[config.mk]
export PLATFORM = sky130hd
export DESIGN_NAME = clock_set_ctrl_flat
export DESIGN_NICKNAME = d
export VERILOG_FILES = /design/src/rtl/clock_pkg.sv /design/src/rtl/clock_set_ctrl_if.sv /design/src/rtl/field_stepper.sv /design/src/rtl/clock_set_ctrl.sv /design/src/flat_wrapper.sv
export SDC_FILE = /design/constraint.sdc
export NUM_CORES = 1
export LEC_CHECK = 0
export CORE_UTILIZATION = 51
export DETAILED_ROUTE_END_ITERATION = 8
export PLACE_DENSITY = 0.84
export SLEW_MARGIN = 10
export SYNTH_ARGS = -nofsm -noshare
export SYNTH_HDL_FRONTEND = slang
export SYNTH_SLANG_ARGS = --single-unit
export TNS_END_PERCENT = 50
[constraint.sdc]
create_clock -name clk -period 3 [get_ports clk]
set_input_delay 0.6 -clock clk [delete_from_list [all_inputs] [get_ports clk]]
set_output_delay 0.6 -clock clk [all_outputs]
set_load 0.01 [all_outputs]
[src/rtl/clock_pkg.sv]
// Shared types and limits for the clock time-setting controller.
// Field codes double as the core's mode encoding.
package clock_pkg;

  typedef enum logic [1:0] {
    IDLE,
    EDIT_H,
    EDIT_M,
    EDIT_S
  } state_t;

  localparam logic [1:0] FIELD_SEC  = 2'd0;
  localparam logic [1:0] FIELD_MIN  = 2'd1;
  localparam logic [1:0] FIELD_HOUR = 2'd2;

  localparam logic [7:0] HOUR_MAX   = 8'd23;
  localparam logic [7:0] MINSEC_MAX = 8'd59;

  function automatic logic [7:0] clamp_field(
    input logic [7:0] v,
    input logic [7:0] mx
  );
    return (v > mx) ? 8'd0 : v;
  endfunction

  function automatic logic [1:0] field_of(input state_t s);
    logic [1:0] f;
    f = FIELD_SEC;
    unique case (s)
      EDIT_H:  f = FIELD_HOUR;
      EDIT_M:  f = FIELD_MIN;
      default: f = FIELD_SEC;
    endcase
    return f;
  endfunction

  function automatic state_t next_field(input state_t s);
    state_t n;
    n = IDLE;
    unique case (s)
      EDIT_H:  n = EDIT_M;
      EDIT_M:  n = EDIT_S;
      default: n = IDLE;
    endcase
    return n;
  endfunction

endpackage

[src/rtl/clock_set_ctrl_if.sv]
// Write port between the set controller and the clock core,
// plus the live time the core feeds back for preloading.
interface clock_set_ctrl_if;
  logic [1:0] mode;
  logic       wen;
  logic [7:0] wdata;
  logic [7:0] cur_hour;
  logic [7:0] cur_minute;
  logic [7:0] cur_second;

  modport master (
    output mode, wen, wdata,
    input  cur_hour, cur_minute, cur_second
  );

  modport slave (
    input  mode, wen, wdata,
    output cur_hour, cur_minute, cur_second
  );
endinterface

[src/rtl/field_stepper.sv]
// Wrap-around +1/-1 of a time field bounded by 0..max_val.
// Both or neither step requests leave the value unchanged.
module field_stepper (
  input  logic [7:0] value,
  input  logic [7:0] max_val,
  input  logic       inc,
  input  logic       dec,
  output logic [7:0] result
);

  always_comb begin
    result = value;
    unique case (1'b1)
      inc & ~dec:
        result = (value >= max_val) ? 8'd0 : value + 8'd1;
      dec & ~inc:
        result = (value == 8'd0) ? max_val : value - 8'd1;
      default: result = value;
    endcase
  end

endmodule

[src/rtl/clock_set_ctrl.sv]
// Hour/minute/second edit FSM driving the clock core write port,
// with inactivity timeout and a blink strobe for the display.
module clock_set_ctrl
  import clock_pkg::*;
#(
  parameter int TIMEOUT_CYCLES = 600,
  parameter int BLINK_HALF     = 25
) (
  input  logic             clk,
  input  logic             reset,
  input  logic             btn_set,
  input  logic             btn_inc,
  input  logic             btn_dec,
  input  logic             btn_ok,
  input  logic [1:0]       disp_mode,
  clock_set_ctrl_if.master core,
  output logic [7:0]       edit_val,
  output logic             editing,
  output logic             blink
);

  localparam int TW = $clog2(TIMEOUT_CYCLES + 1);
  localparam int BW = $clog2(BLINK_HALF + 1);
  localparam logic [TW-1:0] T_END = TW'(TIMEOUT_CYCLES);
  localparam logic [BW-1:0] B_END = BW'(BLINK_HALF - 1);

  state_t        state_q, state_d;
  logic [TW-1:0] tcnt_q, tcnt_d;
  logic [BW-1:0] bcnt_q, bcnt_d;
  logic [7:0]    edit_q, edit_d;
  logic [7:0]    wdata_q, wdata_d;
  logic [1:0]    mode_q, mode_d;
  logic          wen_q, wen_d;
  logic          blink_q, blink_d;
  logic          editing_q, editing_d;

  logic [7:0] cur_max;
  logic [7:0] stepped;
  logic       commit;
  logic       active;

  assign cur_max = (state_q == EDIT_H) ? HOUR_MAX : MINSEC_MAX;
  assign commit  = btn_ok | btn_set;
  assign active  = commit | btn_inc | btn_dec;

  field_stepper u_step (
    .value   (edit_q),
    .max_val (cur_max),
    .inc     (btn_inc),
    .dec     (btn_dec),
    .result  (stepped)
  );

  always_comb begin
    state_d   = state_q;
    edit_d    = edit_q;
    wdata_d   = wdata_q;
    wen_d     = 1'b0;
    mode_d    = mode_q;
    tcnt_d    = '0;
    bcnt_d    = '0;
    blink_d   = 1'b0;
    unique case (state_q)
      IDLE: begin
        mode_d = disp_mode;
        if (btn_set) begin
          state_d = EDIT_H;
          edit_d  = clamp_field(core.cur_hour, HOUR_MAX);
          mode_d  = FIELD_HOUR;
          blink_d = 1'b1;
        end
      end
      default: begin
        if (commit) begin
          wen_d   = 1'b1;
          wdata_d = edit_q;
          state_d = next_field(state_q);
          unique case (state_q)
            EDIT_H:
              edit_d = clamp_field(core.cur_minute, MINSEC_MAX);
            EDIT_M:
              edit_d = clamp_field(core.cur_second, MINSEC_MAX);
            default: edit_d = edit_q;
          endcase
        end else if (active) begin
          edit_d = stepped;
        end else begin
          tcnt_d = (tcnt_q == T_END) ? tcnt_q : tcnt_q + TW'(1);
          if (tcnt_d == T_END) state_d = IDLE;
        end
        // the write cycle keeps the committed field's code on mode
        if (commit || state_d != IDLE) mode_d = field_of(state_q);
        else                           mode_d = disp_mode;
        if (state_d != IDLE) begin
          blink_d = blink_q;
          bcnt_d  = bcnt_q + BW'(1);
          if (bcnt_q == B_END) begin
            bcnt_d  = '0;
            blink_d = ~blink_q;
          end
        end
      end
    endcase
    editing_d = (state_d != IDLE);
  end

  always_ff @(posedge clk) begin
    if (reset) begin
      state_q   <= IDLE;
      tcnt_q    <= '0;
      bcnt_q    <= '0;
      edit_q    <= '0;
      wdata_q   <= '0;
      mode_q    <= '0;
      wen_q     <= 1'b0;
      blink_q   <= 1'b0;
      editing_q <= 1'b0;
    end else begin
      state_q   <= state_d;
      tcnt_q    <= tcnt_d;
      bcnt_q    <= bcnt_d;
      edit_q    <= edit_d;
      wdata_q   <= wdata_d;
      mode_q    <= mode_d;
      wen_q     <= wen_d;
      blink_q   <= blink_d;
      editing_q <= editing_d;
    end
  end

  assign core.mode  = mode_q;
  assign core.wen   = wen_q;
  assign core.wdata = wdata_q;
  assign edit_val   = edit_q;
  assign editing    = editing_q;
  assign blink      = blink_q;

endmodule

[src/flat_wrapper.sv]
// flat-port wrapper written by rule: the top's interface ports become plain ports
module clock_set_ctrl_flat import clock_pkg::*;
#(
  parameter int TIMEOUT_CYCLES = 600,
  parameter int BLINK_HALF     = 25
)
  (clk, reset, btn_set, btn_inc, btn_dec, btn_ok, disp_mode, edit_val, editing, blink, core_mode, core_wen, core_wdata, core_cur_hour, core_cur_minute, core_cur_second);
  clock_set_ctrl_if core_i ();
  input  logic clk;
  input  logic reset;
  input  logic btn_set;
  input  logic btn_inc;
  input  logic btn_dec;
  input  logic btn_ok;
  input  logic [1:0] disp_mode;
  output logic [7:0] edit_val;
  output logic editing;
  output logic blink;
  output wire logic [$bits(core_i.mode)-1:0] core_mode;
  output wire logic [$bits(core_i.wen)-1:0] core_wen;
  output wire logic [$bits(core_i.wdata)-1:0] core_wdata;
  input wire logic [$bits(core_i.cur_hour)-1:0] core_cur_hour;
  input wire logic [$bits(core_i.cur_minute)-1:0] core_cur_minute;
  input wire logic [$bits(core_i.cur_second)-1:0] core_cur_second;
  assign core_mode = core_i.mode;
  assign core_wen = core_i.wen;
  assign core_wdata = core_i.wdata;
  assign core_i.cur_hour = core_cur_hour;
  assign core_i.cur_minute = core_cur_minute;
  assign core_i.cur_second = core_cur_second;
  clock_set_ctrl #(.TIMEOUT_CYCLES(TIMEOUT_CYCLES), .BLINK_HALF(BLINK_HALF)) u_core (.clk(clk), .reset(reset), .btn_set(btn_set), .btn_inc(btn_inc), .btn_dec(btn_dec), .btn_ok(btn_ok), .disp_mode(disp_mode), .core(core_i), .edit_val(edit_val), .editing(editing), .blink(blink));
endmodule
==> results.toml, run 1 <==
[synthesis]
synthesis.area_mm2 = 0.00252
synth_cells = 323
synth_ff_type = "dfxtp_1"
synth-seq-cells = 38
synth-edff-count = 0
synth_cell_types = 62
ys_seq_area_share_pct = 30.2
synth_top_area_share_pct = 30.2
synth_top_area_cell = "dfxtp_1"
ys.warnings.count = 0
async_flop_share_pct = 0
synth_fp_nets = 369
synth_area_per_cell_um2 = 7.81
synth.area.top_cells = "dfxtp_1 30%, ha_1 6.9%, a21oi_1 5.2%"

[floorplan]
chipWidth_um = 72.3
rows = 25
dieHeight_um = 72.3
io_pins = 53
coreArea_mm2 = 0.00475
start_util_pct = 53.0
dieArea_mm2 = 0.00523

[cts]
cts_tree = "done"
cts_resized = 0
htree_levels = 2
cts.sinks = 38
cts_root_buf = "clkbuf_8"
path_clk_slew_ps = 80
cts.path.max_buffers = 2
clock_latency_ps = 300
cts_buffers = 5
post-cts-setup-buffer-count = 0
cts_hold_buf = 0

[min_path]
hp-start = "u_core.core.wdata[5]$_SDFFE_PP0P_"
holdPathEnd = "u_core.core.wdata[5]$_SDFFE_PP0P_"
hold_path_class = "reg2reg"
whs_path_depth = 2

[setup_path]
worstRegToRegCells = 8
reg2reg_from = "u_core.state_q[0]$_SDFF_PP0_"
path_class = "reg2reg"
critPathMaxFanout = 14
worstPathRequired_ps = 3210
start_kind = "register"
startpoint = "u_core.state_q[0]$_SDFF_PP0_"
cp.arrival_ps = 2780
rrSetupSlack_ps = 430
r2r-end = "u_core.edit_val[0]$_SDFFE_PP0P_"
end_kind = "register"

[grt]
grt_pass1_wl_um = 11200
grt_pass1_vias = 2454
grt_max_degree = 24
antenna_found_initial = 0
grt-ovfl-total = 0
grt_use_total_pct = 27.4

[detailed_routing]
wire_per_inst_um = 15.1
drt-vias-per-instance = 5.80
dr.first_iter.drc_count = 250
postRouteAntennaNets = 0
drt-total-wl_um = 6690
firstDrtPassIters = 4
dr_total_vias = 2569
drc = 0

[cells_and_area]
fillerInstances = 396
area_growth_pct = 29.2
multiInputGateArea_mm2 = 0.00163
n_antenna_cell = 0
regArea_um2 = 761
fin_nets = 421
final_cells = 443
layout-drive-gt1-share_pct = 6.65

[place]
placed_cells = 435
dp_hpwl_um = 4930
portBuffers = 52
gp_congestion = 0.907

[sta]
hold_ws_ps = 456
layout_min_cycle_time_ps = 2570
worst_slew_pin_slew_ps = 515
finalMaxSlewViolations = 0
finalCritPeriodShare_pct = 85.8
slew_headroom_pct = 65.4
clock_skew_ps = 10.1
setup_viol = 0
rsz0062_at_grt = "false"
tns_ps = 0
finalHoldViolations = 0
max_clock_freq_ghz = 0.388

[power_and_ir_drop]
power_mw = 1.66
power.leakage_nw = 1.19
power.density_mw_per_mm2 = 510
vdd_ir_drop_max_uv = 341

[outcome]
status = "finished clean"

[run]
maxCapViolCount = 0
[power breakdown]
part | internal (mW) | switching, mW
clock | 0.355 | 0.191
combinational | 0.247 | 0.273
sequential | 0.541 | 0.0543
[synthesized netlist by cell type (2+ instances only)]
cell type and count:
nor3_1 9, or3_1 6, and3_1 5, or4_1 3, buf_4 2, a22oi_1 2
and2_1 2, and3b_1 2, o211ai_1 3, a22o_1 6, dfxtp_1 38, nor2_1 33
nand2_1 33, xnor2_1 9, nor2b_1 2, and2b_1 2, nor4_1 3, o22ai_1 4
a21o_1 2, a221oi_1 3, a31oi_1 8, a21oi_1 26, nand3_1 13, a211oi_1 5
nand4_1 2, xor2_1 8, o21ai_0 13, or3b_2 2, a21boi_0 2, o41a_1 2
clkbuf_1 12, ha_1 14, mux2i_1 2, inv_1 17
[final cells by class]
type                            count  area share [%]
Sequential cell                    38            23.4
Inverter                           17            1.96
Multi-Input combinational cell    253            49.9
Clock buffer                        6            2.54
Clock inverter                      2            1.84
Timing Repair Buffer               60            17.8
Tap cell                           67            2.57
[flip-flops by register name (all words and copies together), names as in the netlist]
signal / cells
u_core.core.wen: 1
u_core.bcnt_q: 5
u_core.state_q: 2
u_core.core.mode: 2
u_core.core.wdata: 8
u_core.editing: 1
u_core.tcnt_q: 10
u_core.edit_val: 8
u_core.blink: 1
[placed cells by master, fill, tap and decap left out, drive strengths merged, types with 9 or more instances in the layout]
cell | netlist | final
a21oi | 26 | 26
clkdlybuf4s50 | 0 | 52
dfxtp | 38 | 38
ha | 14 | 14
inv | 17 | 17
nand2 | 33 | 33
nand3 | 15 | 15
nor2 | 33 | 33
nor3 | 9 | 9
o21ai | 14 | 14
xnor2 | 9 | 9
[per-layer routing]
layer | up-vias | routed length, um | global-route usage (%)
met5 | - | 0 | 0
met4 | 0 | 138 | 10.2
met3 | 14 | 468 | 6.81
met2 | 94 | 3050 | 43.9
met1 | 1171 | 3030 | 35.5
li1 | 1290 | - | -
[kinds of logic (layout without fill, tap and decap cells)]
family	after synthesis	count (layout)	share of synthesized area, %
AO/OA/AOI/OAI	91	91	24.2
flip-flops	38	38	30.2
XOR/XNOR	17	17	5.91
buffers and inverters	32	85	5.36
adder cells (fa/ha/maj)	14	14	6.95
AND/OR/NAND/NOR	129	129	26.7
multiplexers	2	2	0.794
[how the worst max path moves through the flow]
| stage | end | depth (start not counted) |
|---|---|---|
| 2_1_floorplan | u_core.edit_val[1]$_SDFFE_PP0P_ | 10 |
| 3_3_place_gp | u_core.edit_val[7]$_SDFFE_PP0P_ | 6 |
| 3_5_place_dp | u_core.edit_val[7]$_SDFFE_PP0P_ | 6 |
| 4_1_cts | u_core.edit_val[0]$_SDFFE_PP0P_ | 8 |
| 5_1_grt | u_core.edit_val[0]$_SDFFE_PP0P_ | 8 |
| 6_report | u_core.edit_val[0]$_SDFFE_PP0P_ | 8 |
[critical path, stage by stage (launching register included)]
cell       delay, ps
dfxtp_1          360
inv_1            140
ha_1             470
inv_1            110
or4_1            570
a21oi_1          350
o2bb2ai_1        170
a21oi_1           60
a311oi_1         250
[stage by stage]
| stage | setup slack [ps] | cell area, um2 | utilization (%) |
|---|---|---|---|
| 2_1_floorplan | 739 | 2520 | - |
| 5_1_grt | 204 | 3260 | 68.5 |
| 4_1_cts | 458 | 3260 | 68.5 |
| 3_3_place_gp | 441 | 3110 | 65.5 |
| 6_report | 426 | 3260 | 68.5 |
| 3_5_place_dp | 410 | 3110 | 65.5 |
(Power assumes the default switching activity.)
==> run 2, diff against run 1 <==
- clock period: 3 -> 2.4 ns (I/O delays scaled with it)
==> run 2 against run 1 <==
  * Register-to-register slack worse by 320 ps
  * First-iteration DRC count up 0.80%
  * Count of clock-buffer cells in the layout unchanged
  * Clock power shrank 22%
  * Cell count rose by 4.3%
  * Clock skew shrank 3.6 ps
  * Fmax grew 12%
  * Worst setup slack got worse by 320 ps
  * Cell area grew 3.3%
  * Critical path depth increased by 2
  * Core utilization up 2.3 points
  * Routed wire length rose by 1.9%
==> results.toml, run 2 (same netlist as run 1, synthesis figures left out) <==
[setup_path]
path_class = "reg2reg"
start_kind = "register"
cp.buffers_inverters = 2
critPathMaxFanout = 5
crit_family = "compound AO/OA/AOI/OAI gates"
worstPathRequired_ps = 2610
cp_num_cells = 10
end_kind = "register"
worst_path_max_delay_cell = "a311o_1"
cp_slowest_stage_delay_ps = 380
cp.arrival_ps = 2500
worstRegToRegCells = 10
path_cells = "inv_1 -> ha_2 -> inv_1 -> ha_1 -> a21o_1 -> a21o_1 -> a311o_1 -> mux2i_1 -> a222oi_1 -> a211oi_1"

[grt]
busiest_layer = "met2"
grt_max_degree = 24
grtUsageMet2_pct = 42.0
grt_use_met3_pct = 6.39
met1_usage_pct = 37.0
grt_pass1_vias = 2415
antenna_found_initial = 0
grt-ovfl-total = 0
grt_pass1_wl_um = 11000
grt_use_total_pct = 27.0

[sta]
setup_viol = 0
setup_ws_ps = 102
finalHoldViolations = 0
rsz0062_at_grt = "false"
finalCritPeriodShare_pct = 95.8
slew_headroom_pct = 65.1
layout_min_cycle_time_ps = 2300
worst_slew_pin_slew_ps = 520
clock_skew_ps = 6.48
max_clock_freq_ghz = 0.435
finalMaxSlewViolations = 0

[detailed_routing]
dr.first_iter.drc_count = 252
drc = 0
drt-total-wl_um = 6820
firstDrtPassIters = 5
postRouteAntennaNets = 0
dr_total_vias = 2671
wire_per_inst_um = 14.8
drt-vias-per-instance = 5.78

[power_and_ir_drop]
power.leakage_nw = 1.26
power_mw = 1.88
power.density_mw_per_mm2 = 559
vdd_ir_drop_max_uv = 365

[cts]
cts.sinks = 38
cts_root_buf = "clkbuf_8"
path_clk_slew_ps = 70
cts.path.max_buffers = 2
htree_levels = 2
cts_buffers = 5
cts_tree = "done"
clock_latency_ps = 300

[place]
portBuffers = 52
gp_congestion = 0.869
dp_hpwl_um = 5160
dp_worst_setup_slack_ps = -55.3

[min_path]
hold_path_class = "reg2reg"
whs_path_depth = 2

[cells_and_area]
largest-register = "u_core.tcnt_q"
n_antenna_cell = 0
layout_commonest_cell = "clkdlybuf4s50_1"
fillerInstances = 387
layout-drive-gt1-share_pct = 12.2
largest_reg_flops = 10
area_growth_pct = 33.5
final_cell_mix = "52 x clkdlybuf4s50_1, 38 x dfxtp_1, 33 x nor2_1, 33 x nand2_1, 28 x buf_4"
fin_nets = 441

[floorplan]
io_pins = 53
rows = 25
chipWidth_um = 72.3
dieArea_mm2 = 0.00523
coreArea_mm2 = 0.00475
start_util_pct = 53.0
dieHeight_um = 72.3

[outcome]
status = "finished clean"

[run]
maxCapViolCount = 0
run 2: changes by cell type in the layout (fill, tap and decap cells not counted), sizes merged:
cell,delta
buf,+20
clkinvlp,+1
bufinv,-2
run 2: final cells by class:
cell class,count,area [um2],share of cell area (%)
multi-input combinational,253,1650,48.9
tap,67,83.8,2.49
clock buffer,6,72.6,2.16
clock inverter,1,7.51,0.223
sequential,38,761,22.6
timing repair buffer,80,731,21.7
inverter,17,63.8,1.90
run 2: path summary, 6_finish.rpt:
path                                                   startpoint                                end  slack [ps]
worst max-delay path                 u_core.state_q[1]$_SDFF_PP0_    u_core.edit_val[1]$_SDFFE_PP0P_         100
worst min-delay path            u_core.core.wdata[7]$_SDFFE_PP0P_  u_core.core.wdata[7]$_SDFFE_PP0P_         460
worst max register to register       u_core.state_q[1]$_SDFF_PP0_    u_core.edit_val[1]$_SDFFE_PP0P_         100
worst min register to register  u_core.core.wdata[7]$_SDFFE_PP0P_  u_core.core.wdata[7]$_SDFFE_PP0P_         460
run 2: worst register-to-register path, cell delays in order (launching register included):
cell and delay, ps:
dfxtp_1 310, inv_1 90, ha_2 200, inv_1 60, ha_1 270, a21o_1 180
a21o_1 190, a311o_1 380, mux2i_1 200, a222oi_1 120, a211oi_1 210
run 2: routing by layer:
| layer | wire [um] | up-vias |
|---|---|---|
| met4 | 70 | 0 |
| li1 | - | 1318 |
| met3 | 501 | 6 |
| met1 | 3060 | 1237 |
| met2 | 3180 | 110 |
| met5 | 0 | - |
run 2: power breakdown:
group	internal (mW)	total [mW]	switching, mW
clock	0.199	0.424	0.225
sequential	0.677	0.718	0.0404
combinational	0.353	0.738	0.386
run 2: metrics by stage:
step	util [%]	cells	area, um2	hold slack (ps)	setup TNS (ps)
global placement	68.5	454	3260	441	0
finish	70.8	462	3370	459	0
floorplan	-	323	2520	439	0
CTS	70.2	461	3340	459	0
global route	70.8	462	3370	488	0
detailed placement	68.5	454	3260	452	-65.1
run 2: timing repair:
| item | in CTS | in global routing |
|---|---|---|
| gates resized for setup | 0 | 6 |
| hold buffers | 0 | 0 |
| endpoints found under the setup margin | 0 | 4 |
| endpoints found under the hold margin | 0 | 0 |
| buffers inserted | 0 | 1 |
==> run 3, diff against run 2 <==
- CORE_MARGIN: not set -> 5
==> run 3 against run 2 <==
  * Clock power increased by 9.7%
  * Worst setup slack got worse by 17 ps
  * Core utilization decreased by 0.34 points
  * Fmax decreased by 0.72%
  * Combinational power decreased by 0.8%
  * Power increased by 2.1%
  * First-iteration DRC count increased by 17%
  * Cell count decreased by 0.87%
  * Via count increased by 1.7%
  * Flip-flop and latch count unchanged
  * Critical endpoint is now u_core.core.mode[1]$_SDFF_PP0_
  * Largest power group unchanged
==> results.toml, run 3 (same netlist as run 1, synthesis figures left out) <==
[setup_path]
start_kind = "register"
critPathMaxFanout = 5
path_class = "reg2reg"
crit_family = "compound AO/OA/AOI/OAI gates"
worstPathRequired_ps = 2570
cp_common_cell = "o41a_1"
end_kind = "register"
worst_path_max_delay_cell = "o41a_1"
cp.arrival_ps = 2480
cp_slowest_stage_delay_ps = 430
path_cells = "inv_1 -> ha_1 -> and4bb_2 -> a31o_1 -> o31ai_4 -> nand2_2 -> o41a_1 -> o41a_1"
cp.buffers_inverters = 1

[power_and_ir_drop]
power_frac_comb_pct = 38.2
p_int_mw = 1.25
vdd_ir_drop_max_uv = 329
netSwitchingFraction_pct = 34.8
power.leakage_nw = 1.25
seqPwrFrac_pct = 37.6
power.density_mw_per_mm2 = 573
p_sw_mw = 0.668
clock_power_share_pct = 24.2

[cells_and_area]
n_antenna_cell = 0
layout_commonest_cell = "clkdlybuf4s50_1"
final_cells = 458
largest-register = "u_core.tcnt_q"
layout-drive-gt1-share_pct = 11.5
final_area_mm2 = 0.00335
final_cell_mix = "52 x clkdlybuf4s50_1, 38 x dfxtp_1, 33 x nor2_1"
largest_reg_flops = 10
fin_nets = 436
area_growth_pct = 32.9

[place]
dp_hpwl_um = 5410
placed_cells = 450
dpl-instance-area_mm2 = 0.00323
gp_congestion = 0.855
portBuffers = 52

[floorplan]
dieHeight_um = 80.3
coreArea_mm2 = 0.00475
io_pins = 53
rows = 25
start_util_pct = 53.0
chipWidth_um = 80.3
dieArea_mm2 = 0.00645

[sta]
finalCritPeriodShare_pct = 96.5
worst_slew_pin_slew_ps = 582
setup_viol = 0
finalMaxSlewViolations = 0
max_clock_freq_ghz = 0.432
layout_min_cycle_time_ps = 2320
finalHoldViolations = 0
clock_skew_ps = 2.51
slew_headroom_pct = 60.9

[min_path]
hold_path_class = "reg2reg"

[detailed_routing]
dr.first_iter.drc_count = 294
drc = 0
postRouteAntennaNets = 0
drt-total-wl_um = 7340
drt-vias-per-instance = 5.93
firstDrtPassIters = 5
wire_per_inst_um = 16.0
dr_total_vias = 2716

[grt]
antenna_found_initial = 0
grt_use_total_pct = 23.5
grt_max_degree = 24
grt_pass1_vias = 2589
grt_pass1_wl_um = 12000
grt-ovfl-total = 0

[cts]
cts_tree = "done"
cts_root_buf = "clkbuf_8"
post-cts-setup-buffer-count = 0
clock_latency_ps = 280
cts_hold_buf = 0
cts_buffers = 5
cts.sinks = 38
htree_levels = 2
cts.path.max_buffers = 2
path_clk_slew_ps = 80

[outcome]
status = "finished clean"

[run]
maxCapViolCount = 0
-- run 3: cell count changes in the layout (fill, tap and decap cells not counted), sizes merged --
cell	change
clkinv	+1
buf	-5
-- run 3: worst register-to-register path: cells and delay by family, from the launching register on --
kind / cells / cell delay (ps)
AOI/OAI and AO/OA: 4 / 1160
adders and majority gates: 1 / 180
buffers and inverters: 1 / 60
DFF: 1 / 400
and+or+nand+nor: 2 / 410
-- run 3: timing repair --
item,CTS,global route
endpoints found under the setup margin,1,9
pin swaps,0,3
gates resized for setup,1,6
-- run 3: final cells by class --
| cell class | count | area, um2 |
|---|---|---|
| well taps | 67 | 83.8 |
| repair buffers | 75 | 693 |
| multi-input cells | 253 | 1650 |
| inverters | 17 | 63.8 |
| fillers | 384 | 1410 |
| clock inverters | 2 | 12.5 |
| clock buffers | 6 | 82.6 |
| flip-flops and latches | 38 | 761 |
-- run 3: routing by layer --
| metal | vias to the layer above | global-route usage, % | routed length (um) |
|---|---|---|---|
| met3 | 8 | 5.61 | 659 |
| met2 | 150 | 37.7 | 3430 |
| met4 | 0 | 8.45 | 116 |
| met1 | 1250 | 30.4 | 3140 |
| li1 | 1308 | - | - |
| met5 | - | 0 | 0 |
-- run 3: power groups by stage --
| stage | Sequential, mW | Clock [mW] | Combinational, mW |
|---|---|---|---|
| detailed placement | 0.735 | 0 | 0.703 |
| floorplan | 0.744 | 0 | 0.406 |
| global route | 0.728 | 0.502 | 0.807 |
| global placement | 0.733 | 0 | 0.685 |
| CTS | 0.720 | 0.474 | 0.709 |
| finish | 0.722 | 0.465 | 0.732 |
-- run 3: worst paths after layout --
| kind | cells past startpoint | startpoint | endpoint | slack (ps) |
|---|---|---|---|---|
| min reg2reg | 2 | u_core.core.wdata[1]$_SDFFE_PP0P_ | u_core.core.wdata[1]$_SDFFE_PP0P_ | 460 |
| max reg2reg | 8 | u_core.tcnt_q[1]$_SDFF_PP0_ | u_core.core.mode[1]$_SDFF_PP0_ | 80 |
| min | 2 | u_core.core.wdata[1]$_SDFFE_PP0P_ | u_core.core.wdata[1]$_SDFFE_PP0P_ | 460 |
| max | 8 | u_core.tcnt_q[1]$_SDFF_PP0_ | u_core.core.mode[1]$_SDFF_PP0_ | 80 |
-- run 3: stage by stage --
stage	power (mW)	utilization [%]	hold WS (ps)	setup TNS, ps	setup slack, ps
finish	1.92	70.4	459	0	84.9
global route	2.04	70.4	482	-14.2	-14.2
global placement	1.42	67.9	444	-13.1	-13.1
floorplan	1.15	-	439	0	139
detailed placement	1.44	67.9	449	-43.6	-20.0
CTS	1.90	70.0	463	0	37.3
